### config.mk
export PLATFORM = sky130hd
export DESIGN_NAME = enc8b10b_tx_ctrl
export DESIGN_NICKNAME = d
export VERILOG_FILES = /design/src/rtl/enc8b10b_tx_ctrl.sv
export SDC_FILE = /design/constraint.sdc
export NUM_CORES = 1
export LEC_CHECK = 0
export BUFFER_PORTS_ARGS = -buffer_cell sky130_fd_sc_hd__buf_2
export CAP_MARGIN = 0
export CORE_MARGIN = 2
export CORE_UTILIZATION = 30
export DETAILED_ROUTE_END_ITERATION = 10
export GPL_TIMING_DRIVEN = 0
export PLACE_DENSITY = 0.55
export SLEW_MARGIN = 15
export SYNTH_ARGS = -nofsm -noshare
export SYNTH_HDL_FRONTEND = slang
export SYNTH_SLANG_ARGS = --single-unit
### constraint.sdc
create_clock -name clk -period 3 [get_ports clk]
set_input_delay 0.15 -clock clk [delete_from_list [all_inputs] [get_ports clk]]
set_output_delay 0.15 -clock clk [all_outputs]
set_load 0.05 [all_outputs]
### src/rtl/enc8b10b_tx_ctrl.sv
// Slot sequencer in front of the 8b/10b encoder: alignment, idle fill, packet data and skip insertion.
// Optional feature macro LINK_RETRAIN_EN adds a retrain input that forces the link back into ALIGN.
//
// state | meaning
// ALIGN | sending K28.5 alignment words, link down
// IDLE  | link up, between packets; idle fill or start of a packet
// DATA  | inside a packet (in_pkt)
// SKIP  | emitting K28.0 clock-compensation words
module enc8b10b_tx_ctrl #(
    parameter int ALIGN_CNT     = 16,
    parameter int SKIP_INTERVAL = 1024,
    parameter int SKIP_LEN      = 2
) (
    input  logic       clk,
    input  logic       rst,
`ifdef LINK_RETRAIN_EN
    input  logic       retrain,
`endif
    input  logic       s_valid,
    input  logic [7:0] s_data,
    input  logic       s_k,
    input  logic       s_last,
    output logic       s_ready,
    input  logic       enc_ready,
    output logic       enc_valid,
    output logic [7:0] enc_data,
    output logic       enc_k,
    output logic       link_up,
    output logic       tx_underrun
);

    localparam int AW = $clog2(ALIGN_CNT + 1);
    localparam int WW = $clog2(SKIP_INTERVAL);
    localparam int SW = $clog2(SKIP_LEN + 1);

    localparam logic [7:0] K28_5 = 8'hBC;
    localparam logic [7:0] K28_0 = 8'h1C;

    typedef enum logic [1:0] {
        ALIGN = 2'd0,
        IDLE  = 2'd1,
        DATA  = 2'd2,
        SKIP  = 2'd3
    } state_t;

    state_t          state_q, state_d;
    logic [AW-1:0]   align_cnt_q, align_cnt_d;
    logic [WW-1:0]   word_cnt_q, word_cnt_d;
    logic [SW-1:0]   skip_cnt_q, skip_cnt_d;
    logic            skip_pending_q, skip_pending_d;
    logic            link_up_q, link_up_d;
    logic            enc_valid_q, enc_valid_d;
    logic [7:0]      enc_data_q, enc_data_d;
    logic            enc_k_q, enc_k_d;
    logic            tx_underrun_q, tx_underrun_d;

    logic            load;
    logic            in_pkt;
    logic            ready_int;
    logic            accept;
    logic            retrain_req;
    logic            emit_skip;

`ifdef LINK_RETRAIN_EN
    assign retrain_req = retrain;
`else
    assign retrain_req = 1'b0;
`endif

    assign load      = enc_ready | ~enc_valid_q;
    assign in_pkt    = (state_q == DATA);
    // A pending skip blocks new packets but never splits one already in flight.
    assign ready_int = rst & load & link_up_q & (state_q != SKIP)
                     & ~(skip_pending_q & ~in_pkt) & ~retrain_req;
    assign accept    = s_valid & ready_int;

    always_ff @(posedge clk) begin
        if (!rst) begin
            state_q        <= ALIGN;
            align_cnt_q    <= '0;
            word_cnt_q     <= '0;
            skip_cnt_q     <= '0;
            skip_pending_q <= 1'b0;
            link_up_q      <= 1'b0;
            enc_valid_q    <= 1'b0;
            enc_data_q     <= K28_5;
            enc_k_q        <= 1'b1;
            tx_underrun_q  <= 1'b0;
        end else begin
            state_q        <= state_d;
            align_cnt_q    <= align_cnt_d;
            word_cnt_q     <= word_cnt_d;
            skip_cnt_q     <= skip_cnt_d;
            skip_pending_q <= skip_pending_d;
            link_up_q      <= link_up_d;
            enc_valid_q    <= enc_valid_d;
            enc_data_q     <= enc_data_d;
            enc_k_q        <= enc_k_d;
            tx_underrun_q  <= tx_underrun_d;
        end
    end

    always_comb begin
        state_d        = state_q;
        align_cnt_d    = align_cnt_q;
        word_cnt_d     = word_cnt_q;
        skip_cnt_d     = skip_cnt_q;
        skip_pending_d = skip_pending_q;
        link_up_d      = link_up_q;
        enc_valid_d    = enc_valid_q;
        enc_data_d     = enc_data_q;
        enc_k_d        = enc_k_q;
        tx_underrun_d  = 1'b0;
        emit_skip      = 1'b0;

        if (load) begin
            enc_valid_d = 1'b1;
            enc_data_d  = K28_5;
            enc_k_d     = 1'b1;

            case (state_q)
                ALIGN: begin
                    align_cnt_d = align_cnt_q + AW'(1);
                    if (align_cnt_q == AW'(ALIGN_CNT - 1)) begin
                        link_up_d = 1'b1;
                        state_d   = IDLE;
                    end
                end
                IDLE, DATA: begin
                    if (state_q == IDLE && skip_pending_q) begin
                        emit_skip = 1'b1;
                    end else begin
                        if (word_cnt_q != WW'(SKIP_INTERVAL - 1)) begin
                            word_cnt_d = word_cnt_q + WW'(1);
                            if (word_cnt_q == WW'(SKIP_INTERVAL - 2))
                                skip_pending_d = 1'b1;
                        end
                        if (accept) begin
                            enc_data_d = s_data;
                            enc_k_d    = s_k;
                            state_d    = s_last ? IDLE : DATA;
                        end else if (state_q == DATA) begin
                            tx_underrun_d = 1'b1;
                        end
                    end
                end
                SKIP: begin
                    emit_skip = 1'b1;
                end
            endcase

            // skip_cnt counts K28.0 words already sent in this burst, including the entry slot.
            if (emit_skip) begin
                enc_data_d = K28_0;
                if (skip_cnt_q == SW'(SKIP_LEN - 1)) begin
                    state_d        = IDLE;
                    skip_cnt_d     = '0;
                    skip_pending_d = 1'b0;
                    word_cnt_d     = '0;
                end else begin
                    state_d    = SKIP;
                    skip_cnt_d = skip_cnt_q + SW'(1);
                end
            end

            if (retrain_req) begin
                state_d        = ALIGN;
                align_cnt_d    = '0;
                word_cnt_d     = '0;
                skip_cnt_d     = '0;
                skip_pending_d = 1'b0;
                link_up_d      = 1'b0;
                enc_data_d     = K28_5;
                enc_k_d        = 1'b1;
                tx_underrun_d  = 1'b0;
            end
        end
    end

    assign s_ready     = ready_int;
    assign enc_valid   = enc_valid_q;
    assign enc_data    = enc_data_q;
    assign enc_k       = enc_k_q;
    assign link_up     = link_up_q;
    assign tx_underrun = tx_underrun_q;

endmodule
==> results of run 1 <==
==> layer usage <==
layer	wire, um	GRT usage [%]	up-vias
met3	142	3.910	6
met2	1580	21.24	26
met4	35	3.818	0
li1	-	-	717
met1	1768	16.34	639
met5	0	0	-
==> sequential cells by signal (all words and copies together), names as in the netlist <==
| register | flops |
|---|---|
| link_up | 1 |
| enc_data | 8 |
| word_cnt_q | 10 |
| state_q | 2 |
| skip_cnt_q | 2 |
| tx_underrun | 1 |
| skip_pending_q | 1 |
| enc_valid | 1 |
| align_cnt_q | 5 |
| enc_k | 1 |
==> through the flow <==
stage	setup slack (ps)	instances	utilization [%]	cell area, sq um	power (mW)
after floorplan	1013	176	-	1574	0.6737
after global placement	704.9	271	35.21	1787	0.7269
after detailed placement	704.5	271	35.21	1787	0.7302
after CTS	693.6	279	37.13	1884	1.090
after global routing	518.2	279	37.13	1884	1.145
final	683.7	279	37.13	1884	1.076
==> cell usage after synthesis, drive strengths merged (2+ instances only) <==
library cell and n:
nand2 11, o211a 2, ha 8, a31oi 3, nor2b 4, nor2 12
xor2 3, a32o 3, nor3 7, and2 2, o22a 4, nand2b 3
or4 2, o21a 2, and4 2, a311oi 2, a21oi 11, o21ai 3
a21o 2, and3 5, dfxtp 32, clkbuf 6, nand4 2, a211oi 3
inv 10, o31ai 3, or3 2, a221oi 2, a41oi 2, nand3 8
==> worst max-delay path, cell delays in order, from the launching register on <==
cell	delay (ps)
dfxtp_1	370
inv_1	80
ha_1	380
a31oi_1	190
o41ai_2	890
a311o_1	210
o31ai_1	70
==> final cells by class <==
type,instances,area (sq um)
inverter,11,41.29
fill,560,3191
tap,70,87.58
clock inverter,2,15.01
timing repair buffer,25,125.1
sequential,32,640.6
multi-input combinational,126,864.6
buffer,7,27.53
clock buffer,6,82.58
==> how the worst max path moves through the flow <==
stage,from,end,slack (ps),depth (start not counted)
after floorplan,state_q[0],word_cnt_q[5],1010,6
after CTS,state_q[0],word_cnt_q[6],690,6
after global routing,state_q[0],word_cnt_q[6],520,6
final,state_q[0],word_cnt_q[6],680,6
after detailed placement,state_q[0],word_cnt_q[6],700,6
after global placement,state_q[0],word_cnt_q[6],700,6
==> where the power goes <==
part | internal, mW | switching (mW)
logic | 0.0988 | 0.145
registers | 0.455 | 0.0222
clock network | 0.186 | 0.170
==> logic make-up after synthesis <==
kind of cell | after synthesis | share of synthesized area [%]
and+or+nand+nor | 62 | 20.75
muxes | 2 | 1.351
DFF | 32 | 40.70
adders and majority gates | 8 | 6.360
AOI/OAI and AO/OA | 50 | 24.25
xor gates and xnor gates | 4 | 2.226
buffers and inverters | 18 | 4.372
==> out/qor.yml, run 1 <==
status:
  status: "finished clean"
global_route:
  overflow: 0
  track_usage_pct: 12.94
  grt_max_degree: 12
  antenna_found_initial: 0
  grt_pass1_wl_mm: 6.113
  first_global_vias: 1362
cts:
  clk_pin_slew_ps: 70
  numCtsBuffers: 5
  ctsResizeCount: 0
  post-cts-setup-buffer-count: 0
  clock_tree.buffer_depth: 2
  holdBufCountCts: 0
  insertion_delay_ps: 280
  cts.sinks: 32
  cts.htree.levels: 2
  clk_root_buffer_cell: "clkbuf_8"
  tritoncts: "built"
synth:
  synth_cell_types: 46
  ys_seq_area_share_pct: 40.70
  syn_nets: 198
  yosys-top-cells-area: "dfxtp_1 41%, ha_1 6.4%, a21oi_1 3.5%"
  synth_top_area_share_pct: 40.70
  synth_area_leader_cell: "dfxtp_1"
  yosysWarnings: 0
  yosys_register_bits: 32
  synth_ff_type: "dfxtp_1"
  synthCells: 176
  synthesis.area_sq_um: 1574
  async_flop_share_pct: 0
  synth_edf_count: 0
  synth_area_per_cell_sq_um: 8.943
drt:
  remaining_drc_errors: 0
  drtIter0Drc: 63
  drtAntennaViolNets: 0
  vias_per_cell: 4.975
  dr.pass1.iters: 4
  wl_per_cell_um: 12.64
  route.vias.total: 1388
  drt_wl_total_mm: 3.527
floorplanning:
  ioPinCount: 27
  core_area_sq_um: 5075
  initial_core_util_pct: 31.02
  fp.dieH_um: 76.44
  rows: 26
  die_w_um: 76.44
  design.die.area_sq_um: 5842
hold_path:
  hold_path_end: "enc_data[6]"
  hp-class: "in -> reg"
  min_from: "s_data[6]"
  min_delay_path_depth: 2
timing:
  drv_slew: 0
  post-route-period-util_pct: 77.21
  setup_viol_count_final: 0
  skew_ps: 4.598
  rsz0062_at_grt: "no"
  relSlewSlack_pct: 34.06
  fmax_ghz: 0.4317
  hold_ws_ps: 70.51
  fin_crit_ps: 2316
  hold_violations: 0
  worst_pin_slew_ps: 978.4
  fin_setup_tns_ps: 0
power_and_ir_drop:
  peakVddDrop_v: 0.0002891
  p_leak_nw: 0.7175
  power.density_nw_per_um2: 571.2
placement:
  place.gp.congestion: 0.8070
  port_buffers: 25
  dp.final_hpwl_mm: 2.580
job:
  cap_violations: 0
setup_path:
  cp.arrival_ps: 2480
  worstPathRequired_ps: 3160
  endpoint_kind: "flip-flop"
  critPathMaxFanout: 9
  reg2reg_to: "word_cnt_q[6]"
  start_kind: "flip-flop"
  r2r_cells: 6
  r2r_slack_ps: 680
  timing.rr.start: "state_q[0]"
  crit_type: "reg -> reg"
layout:
  final_cell_mix: "32 x dfxtp_1, 26 x buf_2, 12 x nor2_1"
  final_net_count: 230
  num_antenna_cells: 0
  mostFrequentLayoutCell: "dfxtp_1"
  drive_above_1_share_pct: 18.18
  area_growth_pct: 19.71
Power figures use the tool's default switching activity.
==> run 2, diff against run 1 <==
--- a/config.mk
+++ b/config.mk
@@ -11,7 +11,7 @@
 export CORE_UTILIZATION = 30
 export DETAILED_ROUTE_END_ITERATION = 10
 export GPL_TIMING_DRIVEN = 0
-export PLACE_DENSITY = 0.55
+export PLACE_DENSITY = 0.57
 export SLEW_MARGIN = 15
 export SYNTH_ARGS = -nofsm -noshare
 export SYNTH_HDL_FRONTEND = slang
==> constraint.sdc (replaced) <==
create_clock -name clk -period 1.9 [get_ports clk]
set_input_delay 0.095 -clock clk [delete_from_list [all_inputs] [get_ports clk]]
set_output_delay 0.095 -clock clk [all_outputs]
set_load 0.05 [all_outputs]
==> run 2 against run 1 <==
  * Sequential power increased by 60%
  * Highest routed layer unchanged
  * Worst hold slack got worse by 59 ps
  * Critical endpoint is now word_cnt_q[7]
  * The run now ends with negative setup slack left
  * Combinational power increased by 110%
==> out/qor.yml, run 2 (synthesis gave the netlist of run 1 again) <==
setup_path:
  crit_type: "reg -> reg"
  crit_slowest_cell: "or4_1"
  endpoint_kind: "flip-flop"
  critPathMaxStageDelay_ps: 400
  path_cells: "inv_4 > ha_4 > a21bo_4 > or3_4 > or4_1 > a21oi_1"
  critPathTopFamily: "simple AND/OR/NAND/NOR gates"
  cp_num_buf_inv: 1
  start_kind: "flip-flop"
  cp.arrival_ps: 2140
  worstPathRequired_ps: 2120
  critPathMaxFanout: 7
global_route:
  grt_pass1_wl_mm: 6.223
  grt_use_met3_pct: 3.199
  grt-busiest-layer: "met2"
  grt_max_degree: 11
  first_global_vias: 1375
  antenna_found_initial: 0
  met1_usage_pct: 16.23
  track_usage_pct: 13.12
  overflow: 0
  grtUsageMet2_pct: 21.77
layout:
  drive_above_1_share_pct: 25.46
  num_antenna_cells: 0
  final_net_count: 237
  largest_register_ffs: 10
  area_growth_pct: 28.22
  final_cell_mix: "30 x dfxtp_1, 25 x buf_2, 11 x nor2_1, 11 x nand2_1, 11 x a21oi_1"
  largest-register: "word_cnt_q"
  mostFrequentLayoutCell: "dfxtp_1"
drt:
  vias_per_cell: 5.028
  remaining_drc_errors: 0
  drt_wl_total_mm: 3.643
  drtAntennaViolNets: 0
  drtIter0Drc: 37
  route.vias.total: 1438
  dr.pass1.iters: 4
  wl_per_cell_um: 12.74
cts:
  numCtsBuffers: 5
  cts.sinks: 32
  clk_pin_slew_ps: 70
  insertion_delay_ps: 290
  cts.htree.levels: 2
  clk_root_buffer_cell: "clkbuf_8"
  tritoncts: "built"
  holdBufCountCts: 0
  clock_tree.buffer_depth: 2
power_and_ir_drop:
  p_comb_share_pct: 26.4
  seqPwrFrac_pct: 39.9
  peakVddDrop_v: 0.0003848
  power.density_nw_per_um2: 944.6
  p_leak_nw: 0.7758
  swShare_pct: 29.27
  switching_power_mw: 0.5581
  power_mw: 1.906
  p_clk_share_pct: 33.7
  power.internal_mw: 1.348
floorplanning:
  die_w_um: 76.44
  ioPinCount: 27
  design.die.area_sq_um: 5842
  core_area_sq_um: 5075
  initial_core_util_pct: 31.02
  fp.dieH_um: 76.44
  rows: 26
timing:
  hold_violations: 0
  post-route-period-util_pct: 100.8
  drv_slew: 0
  fin_setup_tns_ps: -18.37
  setup_viol_count_final: 2
  relSlewSlack_pct: 59.45
  worst_pin_slew_ps: 600.6
  fin_crit_ps: 1916
  skew_ps: 4.756
  rsz0062_at_grt: "yes"
  finalWorstSetupSlack_ps: -16.12
  fmax_ghz: 0.5219
job:
  cap_violations: 0
placement:
  port_buffers: 25
  place.gp.congestion: 0.8054
  pre_cts_slack_ps: -264.4
  dp.final_hpwl_mm: 2.619
status:
  failed_checks: "negative setup slack"
  status: "complete, but fails checks"
hold_path:
  hp-class: "in -> reg"
run 2: worst register-to-register path: stages, from the launching register on:
cell and delay, ps:
dfxtp_4 370, inv_4 40, ha_4 280, a21bo_4 230
or3_4 380, or4_1 400, a21oi_1 140
run 2: per-stage QoR:
| step | cells | util [%] | hold slack (ps) | cell area [sq um] |
|---|---|---|---|---|
| final | 286 | 39.77 | 11.86 | 2018 |
| after global routing | 286 | 39.77 | 11.05 | 2018 |
| after CTS | 282 | 38.71 | 3.680 | 1964 |
| after detailed placement | 271 | 35.50 | 307.1 | 1802 |
| after global placement | 271 | 35.50 | 305.0 | 1802 |
| after floorplan | 176 | - | 219.1 | 1589 |
run 2: path summary, 6_finish.rpt:
path / from / endpoint / slack, ps / cells past startpoint
min reg2reg: skip_cnt_q[1] / skip_cnt_q[1] / 430 / 2
min: s_data[7] / enc_data[7] / 10 / 2
max: state_q[0] / word_cnt_q[7] / -20 / 6
max reg2reg: state_q[0] / word_cnt_q[7] / -20 / 6
run 2: layer usage:
layer / wire (um) / part of all wire [%] / vias to the layer above
met5: 0 / 0 / -
met3: 87 / 2.4 / 8
met1: 1768 / 49 / 680
met2: 1727 / 47 / 14
li1: - / - / 736
met4: 60 / 1.6 / 0
run 2: power groups by stage:
| stage | Combinational [mW] | Sequential [mW] | Clock, mW |
|---|---|---|---|
| 2_1_floorplan | 0.321 | 0.772 | 0 |
| 3_3_place_gp | 0.408 | 0.774 | 0 |
| 3_5_place_dp | 0.413 | 0.775 | 0 |
| 4_1_cts | 0.457 | 0.761 | 0.665 |
| 5_1_grt | 0.572 | 0.767 | 0.698 |
| 6_report | 0.503 | 0.761 | 0.642 |
run 2: area by class of cell:
| cell class | count | area, sq um |
|---|---|---|
| sequential | 32 | 645.6 |
| clock buffer | 6 | 72.57 |
| buffer | 7 | 27.53 |
| timing repair buffer | 32 | 180.2 |
| inverter | 11 | 43.79 |
| multi-input combinational | 126 | 925.9 |
| fill | 541 | 3057 |
| clock inverter | 2 | 35.03 |
| tap | 70 | 87.58 |
run 2: timing repair:
item                       CTS  global route
buffers inserted             3             4
resized for setup            6             6
pin swaps                    4             5
setup endpoints to repair   16            12
==> run 3, diff against run 2 <==
==> constraint.sdc (replaced) <==
create_clock -name clk -period 1.9 [get_ports clk]
set_input_delay 0 -clock clk [delete_from_list [all_inputs] [get_ports clk]]
set_output_delay 0 -clock clk [all_outputs]
set_load 0.05 [all_outputs]
==> run 3 against run 2 <==
  * The run still ends with negative setup slack left
  * Largest cell class unchanged
  * Register-to-register slack about the same
  * Power increased by 0.96%
  * Final cell count grew 3.1%
  * Clock power barely moved
  * Count of clock-buffer cells in the layout stayed put
  * Sequential share of layout area shrank 1.3 points
  * Sequential cell count is the same
  * Sequential power hardly changed
  * Highest routed layer unchanged
  * Critical path depth unchanged
  * Combinational power is 3% higher
==> out/qor.yml, run 3 (synthesis gave the netlist of run 1 again) <==
cts:
  clock_tree.buffer_depth: 2
  clk_pin_slew_ps: 70
  numCtsBuffers: 5
  tritoncts: "built"
  clk_root_buffer_cell: "clkbuf_8"
  cts.sinks: 32
  cts.htree.levels: 2
  insertion_delay_ps: 290
timing:
  fin_setup_tns_ps: -18.91
  relSlewSlack_pct: 59.18
  fmax_ghz: 0.5218
  fin_crit_ps: 1916
  post-route-period-util_pct: 100.9
  rsz0062_at_grt: "yes"
  setup_viol_count_final: 2
  hold_violations: 0
  skew_ps: 5.996
  worst_pin_slew_ps: 604.6
  drv_slew: 0
  finalWorstSetupSlack_ps: -16.39
global_route:
  grtUsageMet2_pct: 22.92
  grt_max_degree: 11
  overflow: 0
  track_usage_pct: 13.57
  grt-busiest-layer: "met2"
  met1_usage_pct: 16.59
  grt_pass1_wl_mm: 6.458
  antenna_found_initial: 0
  grt_use_met3_pct: 3.199
  first_global_vias: 1434
drt:
  vias_per_cell: 4.986
  drtIter0Drc: 59
  route.vias.total: 1471
  wl_per_cell_um: 12.75
  drtAntennaViolNets: 0
  drt_wl_total_mm: 3.762
  dr.pass1.iters: 4
  remaining_drc_errors: 0
layout:
  drive_above_1_share_pct: 24.00
  num_antenna_cells: 0
  fin_area_sq_um: 2103
  final_net_count: 246
  area_growth_pct: 33.62
  mostFrequentLayoutCell: "dfxtp_1"
  largest-register: "word_cnt_q"
  utilization_pct: 41.44
  final_cell_mix: "30 x dfxtp_1, 26 x buf_2, 11 x nor2_1, 11 x nand2_1, 11 x a21oi_1"
  largest_register_ffs: 10
placement:
  place.gp.congestion: 0.8054
  pre_cts_slack_ps: -264.4
  placed_area_sq_um: 1802
  dp.final_hpwl_mm: 2.619
  port_buffers: 25
power_and_ir_drop:
  p_comb_share_pct: 26.9
  peakVddDrop_v: 0.0003850
  p_clk_share_pct: 33.5
  power.internal_mw: 1.360
  switching_power_mw: 0.5643
  power.density_nw_per_um2: 915.1
  swShare_pct: 29.32
  seqPwrFrac_pct: 39.5
  power_mw: 1.925
  p_leak_nw: 0.8142
floorplanning:
  ioPinCount: 27
  initial_core_util_pct: 31.02
  fp.dieH_um: 76.44
  rows: 26
  die_w_um: 76.44
  design.die.area_sq_um: 5842
  core_area_sq_um: 5075
setup_path:
  crit_type: "reg -> reg"
  critPathMaxStageDelay_ps: 400
  path_cells: "inv_4 > ha_4 > a21bo_4 > or3_4 > or4_1 > a21oi_1"
  critPathTopFamily: "simple AND/OR/NAND/NOR gates"
  worstPathRequired_ps: 2120
  start_kind: "flip-flop"
  endpoint_kind: "flip-flop"
  critPathMaxFanout: 7
  crit_slowest_cell: "or4_1"
  cp_num_buf_inv: 1
  cp.arrival_ps: 2140
hold_path:
  hp-class: "in -> reg"
status:
  failed_checks: "negative setup slack"
  status: "complete, but fails checks"
job:
  cap_violations: 0
-- run 3: cell count changes in the layout (fill, tap and decap cells not counted) --
cell           change
dlygate4sd3_1      +9
nor2b_2            -1
nor2b_1            +1
buf_2              +1
clkbuf_4           -1
-- run 3: metal layers --
metal	vias to the layer above	share of wire, %
met4	0	1.6
met2	18	48
met1	693	48
li1	752	-
met3	8	2.6
met5	-	0
-- run 3: worst paths after layout --
check,start,endpoint,slack (ps),cells after the start
max,state_q[0],word_cnt_q[7],-20,6
min,s_last,state_q[1],80,4
max reg2reg,state_q[0],word_cnt_q[7],-20,6
min reg2reg,skip_cnt_q[1],skip_cnt_q[1],430,2
-- run 3: repair_timing --
action                     in CTS  in global routing
cloned                          0                  0
pin swaps                       4                  5
setup buffers                   3                  4
hold endpoints to repair        9                  0
gates resized for setup         6                  4
hold buffers                    9                  0
setup endpoints to repair      16                 11
-- run 3: area by class of cell --
class / instances / area (sq um)
sequential: 32 / 645.6
clock buffer: 6 / 72.57
timing repair buffer: 41 / 267.8
fill: 535 / 2972
clock inverter: 2 / 35.03
multi-input combinational: 126 / 923.4
buffer: 7 / 27.53
inverter: 11 / 43.79
tap: 70 / 87.58
-- run 3: worst min-delay path, delay by kind of cell --
kind | cells | cell delay (ps)
AOI/OAI and AO/OA | 2 | 200
buffers and inverters | 1 | 80
and+or+nand+nor | 1 | 40
-- run 3: power by group through the flow --
stage | logic, mW | registers [mW] | clock network, mW
after global placement | 0.408 | 0.774 | 0
after CTS | 0.471 | 0.761 | 0.665
final | 0.518 | 0.761 | 0.645
after floorplan | 0.321 | 0.772 | 0
after global routing | 0.588 | 0.767 | 0.698
after detailed placement | 0.413 | 0.775 | 0
-- run 3: metrics by stage --
stage,cells,hold WS (ps)
CTS,291,70.83
floorplan,176,124.1
global route,295,93.72
finish,295,77.45
global placement,271,210.0
detailed placement,271,212.1
